===== config.mk =====
export PLATFORM = sky130hd
export DESIGN_NAME = alu_ctrl_seq
export DESIGN_NICKNAME = d
export VERILOG_FILES = /design/src/rtl/alu_ctrl_seq.sv
export SDC_FILE = /design/constraint.sdc
export NUM_CORES = 1
export LEC_CHECK = 0
export CORE_MARGIN = 2
export CORE_UTILIZATION = 30
export DETAILED_ROUTE_END_ITERATION = 10
export GPL_TIMING_DRIVEN = 0
export SETUP_SLACK_MARGIN = 0.2
export SLEW_MARGIN = 20
export SYNTH_ARGS = -nofsm -noshare
export SYNTH_HDL_FRONTEND = slang
export SYNTH_SLANG_ARGS = --single-unit

===== constraint.sdc =====
create_clock -name clk -period 2 [get_ports clk]
set_input_delay 0.4 -clock clk [delete_from_list [all_inputs] [get_ports clk]]
set_output_delay 0.4 -clock clk [all_outputs]
set_load 0.1 [all_outputs]

===== src/rtl/alu_ctrl_seq.sv =====
// Registered ALU control decoder with valid/ready handshake and MUL/DIV sequencing.
// Sits between ID/EX and the ALU; busy/in_ready feed the hazard unit.
//
// state | meaning
// IDLE  | no result pending, ready for a request
// MULTI | MUL/DIV in flight, counting down, pipeline stalled
// OUT   | result presented, waiting for out_ready
module alu_ctrl_seq #(
  parameter int FUNC_W = 6,
  parameter int CTRL_W = 4,
  parameter int MC_LAT = 4
) (
  input  logic              clk,
  input  logic              rst_n,
  input  logic              in_valid,
  output logic              in_ready,
  input  logic [1:0]        alu_op,
  input  logic [FUNC_W-1:0] func,
  output logic              out_valid,
  input  logic              out_ready,
  output logic [CTRL_W-1:0] alu_ctrl,
  output logic              multi_cycle,
  output logic              illegal,
  output logic              busy
);

  localparam int CNT_W = $clog2(MC_LAT) + 1;

  typedef enum logic [1:0] {
    IDLE  = 2'd0,
    MULTI = 2'd1,
    OUT   = 2'd2
  } state_t;

  state_t             state_q, state_d;
  logic [CNT_W-1:0]   cnt_q, cnt_d;
  logic [CTRL_W-1:0]  alu_ctrl_q, alu_ctrl_d;
  logic               multi_cycle_q, multi_cycle_d;
  logic               illegal_q, illegal_d;

  logic [3:0]         dec_ctrl;
  logic               dec_mc;
  logic               dec_ill;
  logic               accept;
  logic               load;

  always_comb begin
    dec_ctrl = 4'b0000;
    dec_mc   = 1'b0;
    dec_ill  = 1'b0;
    case (alu_op)
      2'b00: begin
        case (func)
          FUNC_W'(0): dec_ctrl = 4'b0000;
          FUNC_W'(1): dec_ctrl = 4'b0001;
          FUNC_W'(2): dec_ctrl = 4'b0101;
          FUNC_W'(3): dec_ctrl = 4'b0110;
          FUNC_W'(4): dec_ctrl = 4'b0111;
          FUNC_W'(5): dec_ctrl = 4'b0011;
          FUNC_W'(6): dec_ctrl = 4'b0100;
          FUNC_W'(7): dec_ctrl = 4'b0010;
          FUNC_W'(8): begin
            dec_ctrl = 4'b1000;
            dec_mc   = 1'b1;
          end
          FUNC_W'(9): begin
            dec_ctrl = 4'b1001;
            dec_mc   = 1'b1;
          end
          default: dec_ill = 1'b1;
        endcase
      end
      2'b01:   dec_ctrl = 4'b0001;
      2'b10:   dec_ctrl = 4'b0111;
      default: dec_ctrl = 4'b0000;
    endcase
  end

  assign in_ready = (state_q == IDLE) | ((state_q == OUT) & out_ready);
  assign accept   = in_valid & in_ready;

  always_comb begin
    state_d       = state_q;
    cnt_d         = cnt_q;
    alu_ctrl_d    = alu_ctrl_q;
    multi_cycle_d = multi_cycle_q;
    illegal_d     = illegal_q;
    load          = 1'b0;
    case (state_q)
      IDLE: begin
        if (accept) load = 1'b1;
      end
      MULTI: begin
        cnt_d = cnt_q - CNT_W'(1);
        if (cnt_q == CNT_W'(1)) state_d = OUT;
      end
      OUT: begin
        if (out_ready) begin
          if (accept) load = 1'b1;
          else        state_d = IDLE;
        end
      end
      default: state_d = IDLE;
    endcase
    // A new request replaces the held result; upper control bits stay zero.
    if (load) begin
      alu_ctrl_d    = CTRL_W'(dec_ctrl);
      multi_cycle_d = dec_mc;
      illegal_d     = dec_ill;
      state_d       = dec_mc ? MULTI : OUT;
      cnt_d         = dec_mc ? CNT_W'(MC_LAT - 1) : '0;
    end
  end

  always_ff @(posedge clk) begin
    if (!rst_n) begin
      state_q       <= IDLE;
      cnt_q         <= '0;
      alu_ctrl_q    <= '0;
      multi_cycle_q <= 1'b0;
      illegal_q     <= 1'b0;
    end else begin
      state_q       <= state_d;
      cnt_q         <= cnt_d;
      alu_ctrl_q    <= alu_ctrl_d;
      multi_cycle_q <= multi_cycle_d;
      illegal_q     <= illegal_d;
    end
  end

  assign out_valid   = (state_q == OUT);
  assign busy        = (state_q == MULTI);
  assign alu_ctrl    = alu_ctrl_q;
  assign multi_cycle = multi_cycle_q;
  assign illegal     = illegal_q;

endmodule

After elaboration in Yosys (flattened, before gate mapping)
Index checks and enable logic that the tools add are counted.
{"block": "op_classes", "n_addsub": 1, "eq_ne": 18, "muxes": 18, "n_bitwise": 3, "reduce_logical": 7}
{"cell": "$pmux W4 S9", "count": 1}
{"cell": "$eq A6 B3 Y1 const B", "count": 4}
{"cell": "$eq A6 B2 Y1 const B", "count": 2}
{"cell": "$eq A6 B4 Y1 const B", "count": 2}
{"cell": "$mux W2", "count": 6}
{"cell": "$pmux W4 S3", "count": 1}
{"cell": "$reduce_or A10 Y1", "count": 1}
{"cell": "$eq A6 B1 Y1 const B", "count": 1}
{"cell": "$logic_not A6 Y1", "count": 1}
{"cell": "$mux W1", "count": 6}
{"cell": "$mux W3", "count": 2}
{"cell": "$ne A3 B1 Y1 const B", "count": 2}
{"cell": "$pmux W2 S3", "count": 1}
{"cell": "$eq A2 B1 Y1 const B", "count": 2}
{"cell": "$eq A2 B2 Y1 const B", "count": 2}
{"cell": "$logic_not A2 Y1", "count": 2}
{"cell": "$reduce_and A4 Y1", "count": 1}
{"cell": "$eq A3 B1 Y1 const B", "count": 1}
{"cell": "$ne A3 B2 Y1 const B", "count": 1}
{"cell": "$sub A3 B1 Y3 const B", "count": 1}
{"cell": "$and A1 B1 Y1", "count": 2}
{"cell": "$ne A2 B2 Y1 const B", "count": 1}
{"cell": "$pmux W1 S2", "count": 1}
{"cell": "$reduce_bool A2 Y1", "count": 1}
{"cell": "other kinds (2)", "count": 2}
{"block": "totals", "regBits": 11, "input_bits": 12, "output_inout_bits": 9, "word_cells": 52}

Logic depth before layout (Yosys ltp)
Gate-level depths: netlist of the first run.
{"block": "logic_depth", "word_depth": 9, "ltp_mapped": 6, "ltp_nobuf": 6}

Worst setup path after synthesis of the first run
No wires, ideal clock.
{"block": "synth_timing", "path_type": "reg2out", "startpoint": "register state_q[1]", "endpoint": "output in_ready", "arrival_time_ns": 1.716, "required_time_ns": 1.600, "slack_ns": -0.116, "path_stages_with_launch": 3, "n_path_buf": 0, "cell_sequence": "dfxtp_1 > nor2b_1 > nor2_1"}
{"block": "synth_between", "elab_chain_len": 3, "word_cells_on_any_way": 4, "cone_classes": "eq/ne (1); bitwise (2); reduce/logical (1)"}
{"item": "start, declared", "line": "35", "text": "state_t state_q, state_d;"}
{"item": "start signal, assigned", "line": "123", "text": "state_q <= state_d;"}
{"item": "$eq A2 B2 Y1", "line": "79", "text": "assign in_ready = (state_q == IDLE) | ((state_q == OUT) & out_ready);"}
{"item": "$and A1 B1 Y1", "line": "79"}
{"item": "$or A1 B1 Y1 (*)", "line": "79"}
{"item": "end, declared", "line": "16", "text": "output logic in_ready,"}
Every way passes the cells marked *; elsewhere a longest branch is shown, timed or not.

Final worst setup path of the first run
{"block": "layout_timing", "startpoint": "input out_ready", "endpoint": "output in_ready"}
{"block": "layout_between", "elab_chain_len": 2}
{"item": "start, declared", "line": "20", "text": "input logic out_ready,"}
{"item": "$and A1 B1 Y1", "line": "79"}
{"item": "$or A1 B1 Y1", "line": "79"}
No other way between the ends.

==> flow_summary.ini, run 1 <==
[timing]
timing.final.hold_violations = 0
setup_repair_after_global_routing_missed_its_margin = no
final-setup-viol-count = 0
finalClockSkew_ns = 0.0008910
maxSlewViolCount = 0
accumulated_negative_setup_slack_ns = 0
slew-limit-headroom_pct = 63.88
achievable-frequency_mhz = 584.0
final.period_utilization_pct = 85.62
post-route-min-period_ns = 1.712
worstMarginPinSlew_ns = 0.5444

[synthesis]
ys_seq_elements = 11
number_of_flops_mapped_to_enable_cells_by_yosys = 0
synth_flop_cell = sky130_fd_sc_hd__dfxtp_1
synth_area_leader_cell = sky130_fd_sc_hd__dfxtp_1
yosysWarnings = 0
synth.area.top_cells = sky130_fd_sc_hd__dfxtp_1 (33%), sky130_fd_sc_hd__ha_1 (7.4%), sky130_fd_sc_hd__nor2_1 (4.4%)
synth_sequential_area_ratio_pct = 32.53
combined_area_of_all_synthesized_cells_um2 = 676.9
synthCells = 81
syn_area_per_cell_um2 = 8.357
syn_nets = 97
synth.top_cell.area_share_pct = 32.53
synth-async-reset-ratio_pct = 0
yosysUniqueCellTypes = 30

[placement]
dpl_cell_area_um2 = 914.6
dp_hpwl_um = 1107
gp_congestion = 0.6669
io_buffer_count = 20

[cts]
insertion_delay_ns = 0.26
cts.reportedPaths.clkPinSlew_ns = 0.06
cts_hold_buf = 0
cts-buffers-inserted = 3
ctsHtreeMaxLevel = 1
clock_sinks = 11
clockBufferDepth = 2
cts_root_buf = sky130_fd_sc_hd__clkbuf_4
tritoncts_clock_tree = done

[worst_setup_path]
worst-path-max-fanout = 4
kind_of_end_point_of_the_critical_path = output pin
startpoint_type = input port
critPathRequiredTime_ns = 1.60
worst_setup_path_startpoint = out_ready
worst_setup_path_class = in -> out
critical_path.reg2reg.startpoint = state_q[0]$_SDFFE_PN0P_
crit_arrival_ns = 1.31

[layout]
n_fill_cell = 229
layout.cells.most_common_list = sky130_fd_sc_hd__dfxtp_1 (11), sky130_fd_sc_hd__clkdlybuf4s50_1 (11), sky130_fd_sc_hd__inv_1 (7), sky130_fd_sc_hd__nor2_1 (7)
final-seq-area_um2 = 220.2
multi_input_gate_area_in_the_final_layout_um2 = 420.4
post-route-cell-area_um2 = 952.2
syn2layout_area_growth_pct = 40.67
number_of_antenna_diodes = 0
final_nets = 122
final_layout_size_suffix_gt1_share_pct = 21.90

[floorplanning]
fp.dieArea_um2 = 2652
dieWidth_um = 51.50
placement_rows = 17
height_of_the_die_um = 51.50
io-pin-count = 21
design.core.area_um2 = 2170
initial_core_util_pct = 31.20

[global_route]
pin_count_of_the_biggest_net_entering_global_routing = 11
antenna_found_initial = 0
grtUsageTotal_pct = 11.23
grt_first_pass_wirelength_um = 2221
globalRoute.totalOverflow = 0
via_count_of_the_first_global_routing_pass = 568

[pwr]
power_frac_comb_pct = 30.0
power_leakage_nw = 0.3819
seq_power_share_pct = 43.2
power.net_switching_mw = 0.1787
cellPowerDensity_nw_per_um2 = 570.2
p_clk_share_pct = 26.7
switching_share_pct = 32.91
power.ir.vdd_worst_mv = 0.2411
power_report.internal_total_mw = 0.3643

[detailed_routing]
firstDrtPassIters = 4
drtIter0Drc = 8
totalWireLength_um = 1425
ant_nets = 0
vias = 616
viasPerCell = 4.632
drcViolationCount = 0
wire_per_inst_um = 10.71

[worst_hold_path]
hp-class = reg -> reg
worstHoldStart = multi_cycle$_SDFFE_PN0P_

[job]
cap_viol_max_count = 0

[outcome]
status = completed
layout make-up:
cell class              count  share of cell area [%]
flip-flops and latches     11                   23.13
clock buffers               4                   2.760
multi-input cells          60                   44.15
plain buffers               3                   1.971
well taps                  28                   3.679
inverters                   7                   2.760
repair buffers             20                   21.55
worst paths after layout:
| kind | end | slack, ns | depth (start not counted) |
|---|---|---|---|
| worst max register to register | cnt_q[2]$_SDFFE_PN0P_ | 0.79 | 5 |
| worst min register to register | multi_cycle$_SDFFE_PN0P_ | 0.46 | 2 |
| worst min-delay path | multi_cycle$_SDFFE_PN0P_ | 0.46 | 2 |
| worst max-delay path | in_ready | 0.29 | 4 |
stage by stage:
stage / hold WS (ns) / power (mW) / setup slack (ns) / cells / utilization, %
after CTS: 0.4674 / 0.5480 / 0.2417 / 133 / 43.25
final: 0.4627 / 0.5430 / 0.2876 / 133 / 43.89
after global routing: 0.4886 / 0.5730 / 0.2037 / 133 / 43.89
after detailed placement: 0.4577 / 0.4029 / -0.5861 / 129 / 42.16
after floorplan: 0.4796 / 0.3479 / 0.3493 / 81 / -
after global placement: 0.4541 / 0.4008 / -0.5849 / 129 / 42.16
state kept, by name (all words and copies together), names as in the netlist:
register,flops
alu_ctrl,4
cnt_q,3
state_q,2
illegal,1
multi_cycle,1
synthesized netlist by cell type, types with 2 or more instances:
master and n:
sky130_fd_sc_hd__dfxtp_1 11, sky130_fd_sc_hd__nor2_1 8, sky130_fd_sc_hd__inv_1 7, sky130_fd_sc_hd__nand2_1 6, sky130_fd_sc_hd__ha_1 4, sky130_fd_sc_hd__nand3_1 4, sky130_fd_sc_hd__nor2b_1 4, sky130_fd_sc_hd__o21ai_0 4
sky130_fd_sc_hd__a21boi_0 3, sky130_fd_sc_hd__and3_1 3, sky130_fd_sc_hd__a21oi_1 2, sky130_fd_sc_hd__buf_4 2, sky130_fd_sc_hd__mux2i_1 2, sky130_fd_sc_hd__nand2b_1 2, sky130_fd_sc_hd__nand3b_1 2, sky130_fd_sc_hd__o221a_2 2
sky130_fd_sc_hd__xnor2_1 2
layer usage:
| metal | wire [um] | global-route usage [%] | up-vias |
|---|---|---|---|
| li1 | - | - | 326 |
| met1 | 677 | 13.17 | 265 |
| met2 | 630 | 17.95 | 23 |
| met3 | 104 | 3.448 | 2 |
| met4 | 13 | 6.579 | 0 |
| met5 | 0 | 0 | - |
critical path, cell delays in order:
cell,delay (ns)
sky130_fd_sc_hd__clkdlybuf4s50_1,0.51
sky130_fd_sc_hd__nor2b_1,0.08
sky130_fd_sc_hd__nor2_2,0.09
sky130_fd_sc_hd__buf_6,0.23
what timing repair did:
action                     in CTS  in global routing
cloned                          0                  0
setup endpoints to repair       9                  5
buffers inserted                0                  0
resized for setup              35                  3
power by group through the flow:
stage               sequential [mW]  clock, mW  combinational, mW
global route                  0.236      0.164              0.173
CTS                           0.235      0.153              0.161
global placement              0.239          0              0.161
detailed placement            0.240          0              0.163
floorplan                     0.278          0             0.0700
finish                        0.235      0.145              0.163
logic make-up after synthesis:
logic type	synth area share [%]
adder cells (fa/ha/maj)	7.394
XOR/XNOR	2.588
flip-flops	32.53
multiplexers	2.958
AND/OR/NAND/NOR	28.84
AO/OA/AOI/OAI	19.04
buffers and inverters	6.654
(Power assumes the default switching activity.)
==> run 2, diff against run 1 <==
--- a/config.mk
+++ b/config.mk
@@ -5,10 +5,12 @@
 export SDC_FILE = /design/constraint.sdc
 export NUM_CORES = 1
 export LEC_CHECK = 0
-export CORE_MARGIN = 2
+export CAP_MARGIN = 20
+export CORE_MARGIN = 4
 export CORE_UTILIZATION = 30
 export DETAILED_ROUTE_END_ITERATION = 10
 export GPL_TIMING_DRIVEN = 0
+export RECOVER_POWER = 25
 export SETUP_SLACK_MARGIN = 0.2
 export SLEW_MARGIN = 20
 export SYNTH_ARGS = -nofsm -noshare
==> flow_summary.ini, run 2 (synthesis results as in run 1) <==
[outcome]
status = completed

[cts]
clockBufferDepth = 2
postCtsSetupRepairBufs = 0
tritoncts_clock_tree = done
ctsHtreeMaxLevel = 1
cts.reportedPaths.clkPinSlew_ns = 0.07
clock_sinks = 11
cts-buffers-inserted = 3
cts_hold_buf = 0
insertion_delay_ns = 0.27
cts_root_buf = sky130_fd_sc_hd__clkbuf_4

[floorplanning]
io-pin-count = 21
initial_core_util_pct = 33.15
dieWidth_um = 55.50
design.core.area_um2 = 2042
height_of_the_die_um = 55.50
fp.dieArea_um2 = 3080
placement_rows = 16

[detailed_routing]
totalWireLength_um = 1444
drcViolationCount = 0
firstDrtPassIters = 4
wire_per_inst_um = 10.94
vias = 636
drtIter0Drc = 9
ant_nets = 0
viasPerCell = 4.818

[placement]
io_buffer_count = 20
dpl_cell_area_um2 = 913.4
gp_congestion = 0.7313
pre_cts_slack_ns = -0.5796
dp_hpwl_um = 1156

[worst_setup_path]
timing.rr.end = alu_ctrl[2]$_SDFFE_PN0P_
crit_arrival_ns = 1.43
startpoint_type = flip-flop
family_with_the_most_delay_on_the_worst_path = buffers and inverters
worstRegToRegCells = 5
critical_path_buf_inv_count = 1
worst_setup_path_class = reg -> out
r2r_slack_ns = 0.53
crit_path_end = illegal
worst-path-stages = 1
kind_of_end_point_of_the_critical_path = output pin
critPathSlowestCell = sky130_fd_sc_hd__clkdlybuf4s15_1
critical_path.reg2reg.startpoint = state_q[0]$_SDFFE_PN0P_
worst_setup_path_startpoint = illegal$_SDFFE_PN0P_
slowest_delay_ns = 0.83
worstPathCellList = clkdlybuf4s15_1
critPathRequiredTime_ns = 1.60
worst-path-max-fanout = 2

[global_route]
grtUsageTotal_pct = 10.07
globalRoute.busiestLayer = met2
antenna_found_initial = 0
use_met3_pct = 2.331
grt_use_met1_pct = 10.68
grt_first_pass_wirelength_um = 2546
globalRoute.totalOverflow = 0
pin_count_of_the_biggest_net_entering_global_routing = 11
met2_usage_pct = 17.23
via_count_of_the_first_global_routing_pass = 640

[layout]
multi_input_gate_area_in_the_final_layout_um2 = 422.9
final_nets = 122
final_layout_size_suffix_gt1_share_pct = 19.05
post-route-cell-area_um2 = 943.4
layout.cells.most_common_list = sky130_fd_sc_hd__dfxtp_1 (11), sky130_fd_sc_hd__clkdlybuf4s50_1 (11), sky130_fd_sc_hd__inv_1 (7), sky130_fd_sc_hd__nor2_1 (7), sky130_fd_sc_hd__nand2_1 (6)
final-seq-area_um2 = 220.2
n_fill_cell = 238
syn2layout_area_growth_pct = 39.37
finish.utilization_pct = 46.20
number_of_antenna_diodes = 0
largest_reg_flops = 4

[worst_hold_path]
worst_hold_path.num_cells = 2
hp-class = reg -> reg
worstHoldStart = alu_ctrl[3]$_SDFFE_PN0P_

[job]
cap_viol_max_count = 0

[timing]
slew-limit-headroom_pct = 36.55
post-route-min-period_ns = 1.832
worstMarginPinSlew_ns = 0.9555
final-setup-viol-count = 0
setup_repair_after_global_routing_missed_its_margin = no
finalHoldWorstSlack_ns = 0.4709
timing.final.hold_violations = 0
maxSlewViolCount = 0
post-route-worst-setup-slack_ns = 0.1682
final.period_utilization_pct = 91.59
achievable-frequency_mhz = 545.9
finalClockSkew_ns = 0.004141

[pwr]
power_leakage_nw = 0.3745
power.ir.vdd_worst_mv = 0.3126
cellPowerDensity_nw_per_um2 = 577.1
## run 2: changes by cell type in the layout (fill, tap and decap cells not counted), sizes merged
cell and change:
clkbuf +1, buf -1
## run 2: where the power goes
part | leakage (nW) | internal, mW | switching (mW) | total, mW
registers | 0.0899 | 0.229 | 0.00607 | 0.235
clock network | 0.0150 | 0.0772 | 0.0728 | 0.150
logic | 0.270 | 0.0561 | 0.104 | 0.160
## run 2: repair_timing
action                     in CTS  in global routing
pin swaps                       0                  0
hold endpoints to repair        0                  0
setup endpoints to repair       9                  4
gates resized for setup        35                  3
## run 2: worst min path at each step
stage | slack (ns) | to
CTS | 0.47 | illegal$_SDFFE_PN0P_
floorplan | 0.48 | cnt_q[1]$_SDFFE_PN0P_
detailed placement | 0.46 | illegal$_SDFFE_PN0P_
finish | 0.47 | alu_ctrl[3]$_SDFFE_PN0P_
global route | 0.51 | alu_ctrl[3]$_SDFFE_PN0P_
global placement | 0.45 | alu_ctrl[3]$_SDFFE_PN0P_
## run 2: layer usage
layer / routed length (um) / part of all wire, %
met5: 0 / 0
met3: 68 / 4.7
met1: 664 / 46
met4: 35 / 2.4
met2: 676 / 47
## run 2: stage by stage
step	instances	power (mW)	TNS (ns)
floorplan	81	0.3479	0
global placement	128	0.4012	-0.9527
detailed placement	128	0.4033	-0.9648
CTS	132	0.5542	0
global route	132	0.5740	0
finish	132	0.5445	0
## run 2: cell type report
class / count / area share [%]
Timing Repair Buffer: 20 / 21.09
Multi-Input combinational cell: 60 / 44.83
Buffer: 3 / 1.592
Clock buffer: 4 / 2.785
Tap cell: 27 / 3.581
Inverter: 7 / 2.785
Sequential cell: 11 / 23.34
